<file path="config.mk">
export PLATFORM = sky130hd
export DESIGN_NAME = fetch_unit
export DESIGN_NICKNAME = d
export VERILOG_FILES = /design/src/rtl/fetch_unit.sv
export SDC_FILE = /design/constraint.sdc
export NUM_CORES = 1
export LEC_CHECK = 0
export ABC_AREA = 1
export BUFFER_PORTS_ARGS = -buffer_cell sky130_fd_sc_hd__clkbuf_2
export CORE_ASPECT_RATIO = 0.9
export CORE_UTILIZATION = 50
export CTS_BUF_LIST = sky130_fd_sc_hd__clkbuf_4
export DETAILED_ROUTE_END_ITERATION = 7
export PLACE_DENSITY = 0.93
export SYNTH_ARGS = -nofsm -noshare
export SYNTH_HDL_FRONTEND = slang
export SYNTH_SLANG_ARGS = --single-unit
</file>
<file path="constraint.sdc">
create_clock -name clk -period 1.69 [get_ports clk]
set_clock_uncertainty 0.15 [all_clocks]
set_input_delay 0.4225 -clock clk [delete_from_list [all_inputs] [get_ports clk]]
set_output_delay 0.4225 -clock clk [all_outputs]
set_load 0.01 [all_outputs]
</file>
<file path="src/rtl/fetch_unit.sv">
// fetch_unit: instruction-fetch sequencer sitting right after the PC register.
// It issues the memory read for the current PC, pulses the PC increment load,
// latches the returned word into IR and presents it to decode via valid/ack.
// Branch/jump/trap redirects abandon the fetch in flight. Any read already
// issued is allowed to finish, and its data is then dropped.
// Optional build macro FETCH_TIMEOUT_EN adds a WAIT-cycle watchdog with a
// sticky fetch_err flag. Without the macro, WAIT lasts until mem_ready and
// fetch_err is tied low.

module fetch_unit #(
    parameter int ADDR_W  = 16,
    parameter int DATA_W  = 16,
    parameter int TIMEOUT = 255
) (
    input  logic              clk,
    input  logic              reset,
    input  logic              enable,
    input  logic [ADDR_W-1:0] pc_in,
    output logic              ld_pc,
    output logic [1:0]        sel_pc,
    output logic [ADDR_W-1:0] mem_addr,
    output logic              mem_rd,
    input  logic [DATA_W-1:0] mem_rdata,
    input  logic              mem_ready,
    output logic [DATA_W-1:0] ir,
    output logic [ADDR_W-1:0] ir_pc,
    output logic              instr_valid,
    input  logic              instr_ack,
    input  logic              redirect,
    output logic              fetch_err
);

    typedef enum logic [1:0] {
        IDLE = 2'b00,
        WAIT = 2'b01,
        HOLD = 2'b10
    } state_t;

    state_t            state_q;
    logic              ld_pc_q;
    logic              mem_rd_q;
    logic              valid_q;
    logic              discard_q;
    logic [ADDR_W-1:0] mem_addr_q;
    logic [ADDR_W-1:0] ir_pc_q;
    logic [DATA_W-1:0] ir_q;

    logic              issue_d;
    logic [ADDR_W-1:0] ir_pc_d;
    logic              fetch_blocked;

    // The watchdog count is 8 bits wide, so anything outside 1..255 cannot work.
    if (TIMEOUT < 1 || TIMEOUT > 255) begin : g_timeout_range
        $error("fetch_unit: TIMEOUT must lie in 1..255");
    end

`ifdef FETCH_TIMEOUT_EN
    localparam logic [7:0] COUNT_LAST = 8'(TIMEOUT - 1);

    logic       err_q;
    logic [7:0] count_q;

    assign fetch_blocked = err_q;
    assign fetch_err     = err_q;
`else
    assign fetch_blocked = 1'b0;
    assign fetch_err     = 1'b0;
`endif

    assign ld_pc       = ld_pc_q;
    assign sel_pc      = 2'b00;
    assign mem_addr    = mem_addr_q;
    assign mem_rd      = mem_rd_q;
    assign ir          = ir_q;
    assign ir_pc       = ir_pc_q;
    assign instr_valid = valid_q;

    // The incremented PC wraps naturally at the address width.
    assign ir_pc_d = pc_in + ADDR_W'(1);

    // Decide whether a new read starts this cycle: from IDLE, or directly out of HOLD on ack.
    always_comb begin
        issue_d = 1'b0;
        case (state_q)
            IDLE:    issue_d = enable && !redirect && !fetch_blocked;
            HOLD:    issue_d = instr_ack && !redirect && enable && !fetch_blocked;
            default: issue_d = 1'b0;
        endcase
    end

    // Fetch sequencer: every output is a register updated here.
    always_ff @(posedge clk) begin
        if (reset) begin
            state_q    <= IDLE;
            ld_pc_q    <= 1'b0;
            mem_rd_q   <= 1'b0;
            valid_q    <= 1'b0;
            discard_q  <= 1'b0;
            mem_addr_q <= '0;
            ir_pc_q    <= '0;
            ir_q       <= '0;
`ifdef FETCH_TIMEOUT_EN
            err_q      <= 1'b0;
            count_q    <= '0;
`endif
        end else begin
            ld_pc_q <= 1'b0;
            if (issue_d) begin
                state_q    <= WAIT;
                mem_addr_q <= pc_in;
                ir_pc_q    <= ir_pc_d;
                mem_rd_q   <= 1'b1;
                ld_pc_q    <= 1'b1;
                valid_q    <= 1'b0;
                discard_q  <= 1'b0;
`ifdef FETCH_TIMEOUT_EN
                count_q    <= '0;
`endif
            end else begin
                case (state_q)
                    IDLE: begin
                    end
                    WAIT: begin
                        if (mem_ready) begin
                            mem_rd_q <= 1'b0;
                            if (discard_q || redirect) begin
                                discard_q <= 1'b0;
                                state_q   <= IDLE;
                            end else begin
                                ir_q    <= mem_rdata;
                                valid_q <= 1'b1;
                                state_q <= HOLD;
                            end
                        end else begin
                            if (redirect) begin
                                discard_q <= 1'b1;
                            end
`ifdef FETCH_TIMEOUT_EN
                            if (count_q == COUNT_LAST) begin
                                mem_rd_q  <= 1'b0;
                                err_q     <= 1'b1;
                                discard_q <= 1'b0;
                                state_q   <= IDLE;
                            end else begin
                                count_q <= count_q + 8'd1;
                            end
`endif
                        end
                    end
                    HOLD: begin
                        if (redirect || instr_ack) begin
                            valid_q <= 1'b0;
                            state_q <= IDLE;
                        end
                    end
                    default: begin
                        state_q <= IDLE;
                    end
                endcase
            end
        end
    end

endmodule

</file>
== Word level (Yosys, flattened, before mapping) ==
Cells that the tools add are included.
Word-level totals
  register bits: 54
  bits in latches: 0
  output and inout bits: 54
  bits in writable memories: 0
  word-level logic and storage cells: 57
  memories kept: 0
  input bits: 38
  ROM bits: 0
Operators by class
  reduce and logical (&&, ||, !) cells: 18
  shift-type cells: 0
  muxes and demuxes: 17
  add/subtract/negate cells: 1
  bitwise gates (word level): 3
  divide/modulo/power cells: 0
  equality and inequality tests: 9
  multiply operators: 0
  order comparisons: 0
Operators with widths (number)
  16-bit by 1-bit adder with 16-bit output (second input constant): 1
  1-bit 2-to-1 mux: 11
  3-bit AND reduction: 3
  2-bit != test (second input constant): 4
  4-bit AND reduction: 2
  2-bit nonzero test: 4
  2-bit 2-to-1 mux: 3
  3-bit != test (second input constant): 2
  2-bit one-hot mux with 3 select lines: 1
  1-bit one-hot mux with 2 select lines: 2
  1-bit logical AND: 3
  1-bit inverter: 3
  2-bit by 1-bit == test with 1-bit output (second input constant): 1
  2-bit == test (second input constant): 1
  2-bit zero test: 1
  1-bit logical OR: 2
  2-bit by 1-bit != test with 1-bit output (second input constant): 1
  2-bit AND reduction: 1
  2-bit OR reduction: 1
  1-bit zero test: 1

== Logic depth before layout (Yosys ltp) ==
Gate-level depths: netlist (run 1).
  depth in word-level cells: 6
  mapped depth: 9
  depth with buffers taken out: 8

== Least setup slack after synthesis (run 1) ==
OpenSTA, ideal clock, no wires.
  kind: input -> register
  start point: input instr_ack
  end point: register mem_addr_q[10] (netlist: mem_addr[10])
  buffers on the path: 1
  arrival: 1.212 ns
  stages: 7
  setup time: 0.069 ns
  required time: 1.471 ns
  slack: 0.259 ns
  cell sequence: nand3b_2 > nand2_4 > inv_2 > nor2_8 > buf_6 > nand2_1 > o21ai_1
Between the ends
  longest elaborated chain between the ends: 3
RTL lines
  start: declaration: line 28  | input logic instr_ack,
  1-bit logical AND (2 in series): line 86  | HOLD: issue_d = instr_ack && !redirect && enable && !fetch_blocked;
  1-bit one-hot mux with 2 select lines: line 84  | case (state_q)
  end signal: assignment: line 110  | mem_addr_q <= pc_in;
  end: declaration: line 44  | logic [ADDR_W-1:0] mem_addr_q;
Every way passes these cells.
A chain may end at the register's enable or synchronous reset.

== Worst setup path after layout (run 1) ==
  start point: register state_q[1]
  end point: register state_q[1]
Between the ends
  longest elaborated chain between the ends: 3
  elaborated cells on any way between the ends: 10
RTL lines
  start: declaration: line 39  | state_t state_q;
  start signal: assignment: line 94  | state_q <= IDLE;
  start signal: assignment: line 109  | state_q <= WAIT;
  start signal: assignment: line 128  | state_q <= IDLE;
  2-bit == test (tied with other cells): line 84, 120
  2-bit != test (no source line) (tied with other cells)
  3-bit AND reduction (no source line) / 2-bit OR reduction (equally long branches)
Several ways; a longest one is shown, not always the timed one.

==> impl_metrics.toml, run 1 <==
[pwr]
peakVddDrop_mv = 0.669
p_leak_nw = 1.47
totalPowerFinal_mw = 2.25
power_density_mw_per_mm2 = 800

[placed_design]
placed_area_mm2 = 0.00275
gp_congestion = 0.867
dp.cells = 456
io_buffers = 88
dp_hpwl_um = 3940

[hold_path]
hp-class = "in2reg"

[clock_tree]
root_buffer = "clkbuf_4"
clock_latency_ps = 370
clk_path_buf_depth = 2
cts.sinks = 54
cts_setup_buffers = 0
clkTransAtPathRegs_ps = 160
cts-buffers-inserted = 5
postCtsHoldBufs = 0
cts_resized = 0
cts_tree = "built"
h-tree-depth = 2

[route]
ant_nets = 0
remaining_drc_errors = 0
vias_per_cell = 4.83
wl_per_cell_um = 11.0
vias = 2239
initialDrtViolationCount = 233
wirelength_um = 5100
drt-pass1-iter-count = 5

[cells_and_area]
n_fill_cell = 364
fin_nets = 442
fin_area_mm2 = 0.00281
syn_to_final_growth_pct = 23.9
drive_gt1_share_pct = 27.2
antenna_cells = 0
stdcell_count = 464

[run]
maxCapViolCount = 0

[die]
core-area_mm2 = 0.00421
die_x_um = 73.0
row_count = 22
start_util_pct = 53.9
dieHeight_um = 65.9
io-pin-count = 92
dieArea_mm2 = 0.00481

[timing]
fin_crit_sh_pct = 93.0
final_max_slew_viol_count = 0
final.min_clock_period_ps = 1570
max_freq_mhz = 636
hold_viol = 0
finalSetupViolations = 0
grt_setup_unrepaired = "false"

[synthesis]
synth.avg_cell_area_um2 = 7.23
ys_seq_area_share_pct = 47.6
ys_top_cells_by_count = "nand2_1 (78), nor2_1 (60), dfxtp_1 (54)"
netlist.area_leader.share_pct = 47.6
synthTopCellsByArea = "dfxtp_1 (48%), nand2_1 (13%), nor2_1 (9.9%)"
yosysMostFrequentCell = "nand2_1"
synthCells = 314
yosysUniqueCellTypes = 26
ys_ff_latch = 54
yosysTopAreaCell = "dfxtp_1"
synth-async-reset-ratio_pct = 0
synth_edf_count = 0
yosys_most_used_dff = "dfxtp_1"
ys_warn_count = 0
syn_area_mm2 = 0.00227

[grt]
grt_max_degree = 29
grt_use_total_pct = 22.8
grt_pass1_wl_um = 8560
grt_pass1_vias = 2036
overflow = 0
antenna_found_initial = 0

[run_status]
status = "finished, final reports clean"

[critical_path]
crit_type = "reg2reg"
critPathLaunchType = "flip-flop"
cp.arrival_ps = 1740
crit_required_ps = 1860
crit_fanout = 28
critPathCaptureType = "flip-flop"
==> flip-flops by register name, summed over array words and instances (netlist names) <==
register / count
mem_addr: 16
instr_valid: 1
ld_pc: 1
ir: 16
state_q: 2
ir_pc: 16
discard_q: 1
mem_rd: 1
==> metrics by stage <==
stage               setup WS (ps)  setup TNS (ps)  util [%]  hold WS [ps]
floorplan                     259               0         -           319
global route                 2.70               0      66.8          81.6
finish                        118               0      66.8          87.3
CTS                          89.5               0      66.8          78.9
global placement            -11.9           -23.8      65.3           284
detailed placement          -87.5            -179      65.3           291
==> area by class of cell <==
class / instances / area (um2) / share of cell area (%)
inverter: 29 / 109 / 3.87
multi-input combinational: 221 / 1000 / 35.6
timing repair buffer: 92 / 483 / 17.2
tap: 60 / 75.1 / 2.67
sequential: 54 / 1080 / 38.4
clock buffer: 5 / 37.5 / 1.33
clock inverter: 3 / 25.0 / 0.890
==> where the power goes <==
| group | leakage, nW | total [mW] | internal [mW] | switching, mW |
|---|---|---|---|---|
| combinational | 0.998 | 0.307 | 0.119 | 0.188 |
| clock | 0.0318 | 0.583 | 0.171 | 0.413 |
| sequential | 0.440 | 1.36 | 1.33 | 0.0291 |
==> final timing paths <==
check / startpoint / end / slack (ps) / cells past startpoint
worst max-delay path: state_q[1] / state_q[1] / 120 / 6
worst min-delay path: mem_ready / state_q[0] / 90 / 2
worst max register to register: state_q[1] / state_q[1] / 120 / 6
worst min register to register: ir_pc[1] / ir_pc[1] / 320 / 2
==> layout by cell type (no fill, tap or decap), drive strengths merged <==
| cell type | instances |
|---|---|
| ha | 1 |
| o21ai | 38 |
| nand3 | 27 |
| nor2 | 64 |
| nand2 | 79 |
| clkinvlp | 1 |
| nand3b | 1 |
| a21oi | 2 |
| xor2 | 2 |
| xnor2 | 1 |
| clkinv | 1 |
| inv | 30 |
| buf | 4 |
| o211ai | 1 |
| clkbuf | 93 |
| o41ai | 1 |
| nand4 | 1 |
| conb | 3 |
| dfxtp | 54 |
==> worst max-delay path: stages (launching register included) <==
cell and delay, ps:
dfxtp_1 440, nand3b_2 150, nand2_4 140, inv_2 70, nor2_8 290, inv_1 120
a21oi_1 140
==> per-layer routing <==
metal / vias up / GRT usage [%] / wire (um)
met5: - / 0 / 0
li1: 1162 / - / -
met1: 970 / 28.4 / 2360
met2: 96 / 38.2 / 2280
met4: 0 / 7.84 / 82
met3: 11 / 5.79 / 377
==> cell families after synthesis <==
| group | Yosys count | synth area share (%) |
|---|---|---|
| buffers and inverters | 41 | 8.54 |
| flip-flops | 54 | 47.6 |
| other | 1 | 0.165 |
| AO/OA/AOI/OAI | 42 | 9.54 |
| adder cells (fa/ha/maj) | 1 | 0.551 |
| AND/OR/NAND/NOR | 172 | 32.4 |
| XOR/XNOR | 3 | 1.16 |
Power figures use the tool's default switching activity.
==> run 2: changes to the inputs <==
Settings changed: SETUP_SLACK_MARGIN set to 0.2.
==> impl_metrics.toml, run 2 (synthesized netlist as in run 1, its figures left out) <==
[clock_tree]
clkTransAtPathRegs_ps = 150
root_buffer = "clkbuf_4"
cts-buffers-inserted = 5
cts_tree = "built"
cts.sinks = 54
clock_latency_ps = 370
clk_path_buf_depth = 2
h-tree-depth = 2

[critical_path]
crit_type = "reg2out"
critPathLaunchType = "flip-flop"
worstRegToRegCells = 7
worstReg2RegEnd = "state_q[1]"
cp_top_family = "flip-flops"
r2r_setup_slack_ps = 260
crit_required_ps = 1120
r2r_start = "state_q[0]"
cp-startpoint = "ir[13]"
cp.arrival_ps = 880
crit_fanout = 2
cp_num_buf_inv = 1
slowest_delay_ps = 370
worst_path_max_delay_cell = "dfxtp_1"
critPathCaptureType = "output port"
cp_cell_sequence = "clkbuf_2"

[run]
maxCapViolCount = 0

[grt]
grt_pass1_vias = 2084
overflow = 0
grt_use_total_pct = 23.6
antenna_found_initial = 0
grt_max_degree = 24
grt_pass1_wl_um = 8830

[route]
initialDrtViolationCount = 201
wirelength_um = 5650
drt-pass1-iter-count = 5
ant_nets = 0
vias_per_cell = 4.97
remaining_drc_errors = 0
wl_per_cell_um = 12.0
vias = 2342

[die]
dieHeight_um = 65.9
row_count = 22
die_x_um = 73.0
io-pin-count = 92
dieArea_mm2 = 0.00481
start_util_pct = 53.9
core-area_mm2 = 0.00421

[hold_path]
hold_path_end = "state_q[0]"
hp-class = "in2reg"
hp-start = "mem_ready"
min_path_cells = 2

[placed_design]
dp_hpwl_um = 3940
placed_area_mm2 = 0.00275
dp.cells = 456
pre_cts_slack_ps = -87.5
io_buffers = 88
gp_congestion = 0.867

[pwr]
peakVddDrop_mv = 0.646
p_leak_nw = 1.53
power_density_mw_per_mm2 = 774

[cells_and_area]
syn_to_final_growth_pct = 31.1
final_util_pct = 70.6
layout_common_cells = "clkbuf_2 (79), nand2_1 (76), nor2_1 (59), dfxtp_2 (29), o21ai_0 (27)"
layout_commonest_cell = "clkbuf_2"
fin_nets = 449
drive_gt1_share_pct = 36.3
fin_area_mm2 = 0.00298
stdcell_count = 471
antenna_cells = 0

[timing]
grt_setup_unrepaired = "false"
final.min_clock_period_ps = 1450
max_freq_mhz = 690
fin_crit_sh_pct = 85.7
tns_ps = 0
final_max_slew_viol_count = 0
finalSetupViolations = 0
layout_setup_ws_ps = 242
hold_viol = 0

[run_status]
status = "finished, final reports clean"
run 2: changes by cell type in the layout (fill, tap and decap cells not counted), moves of 3 or more:
cell	previous run	this run
buf_4	3	8
buf_6	0	6
dfxtp_2	0	29
clkbuf_2	88	79
dfxtp_1	54	25
buf_2	0	3
run 2: how the worst max path moves through the flow:
stage                    to  slack [ps]  depth (start not counted)
3_3_place_gp    instr_valid         -10                          7
6_report             ir[13]         240                          1
4_1_cts          state_q[1]         200                          7
2_1_floorplan  mem_addr[10]         260                          7
5_1_grt               ir[8]         160                          6
3_5_place_dp     state_q[1]         -90                          7
run 2: metrics by stage:
| step | total power, mW | hold WS, ps |
|---|---|---|
| after detailed placement | 1.69 | 291 |
| final | 2.30 | 99.0 |
| after floorplan | 1.56 | 319 |
| after CTS | 2.28 | 78.9 |
| after global placement | 1.69 | 284 |
| after global routing | 2.41 | 88.4 |
run 2: where the power goes:
part	switching, mW	total (mW)	internal, mW
combinational	0.203	0.349	0.146
sequential	0.0323	1.37	1.34
clock	0.414	0.585	0.171
run 2: what timing repair did:
| item | in CTS | in global routing |
|---|---|---|
| pin swaps | 2 | 3 |
| gates resized for setup | 1 | 51 |
| cloned | 1 | 0 |
| hold buffers | 0 | 0 |
| setup buffers | 1 | 5 |
| setup endpoints to repair | 17 | 64 |
run 2: final cells by class:
cell class                      count  area [um2]
Multi-Input combinational cell    222        1030
Clock inverter                      3        25.0
Timing Repair Buffer               98         578
Inverter                           29         116
Clock buffer                        5        37.5
Fill cell                         334        1240
Tap cell                           60        75.1
Sequential cell                    54        1120
run 2: per-layer routing:
layer  wire length (um)  GRT usage, %
met1               2450          28.8
met2               2670          40.0
met3                466          5.95
met4                 70          8.09
met5                  0             0
run 2: worst reg2reg max path: cells and delay by family, from the launching register on:
kind / cells / cell delay [ps]
AND/OR/NAND/NOR: 3 / 470
flip-flops: 1 / 360
AO/OA/AOI/OAI: 1 / 140
buffers and inverters: 3 / 250
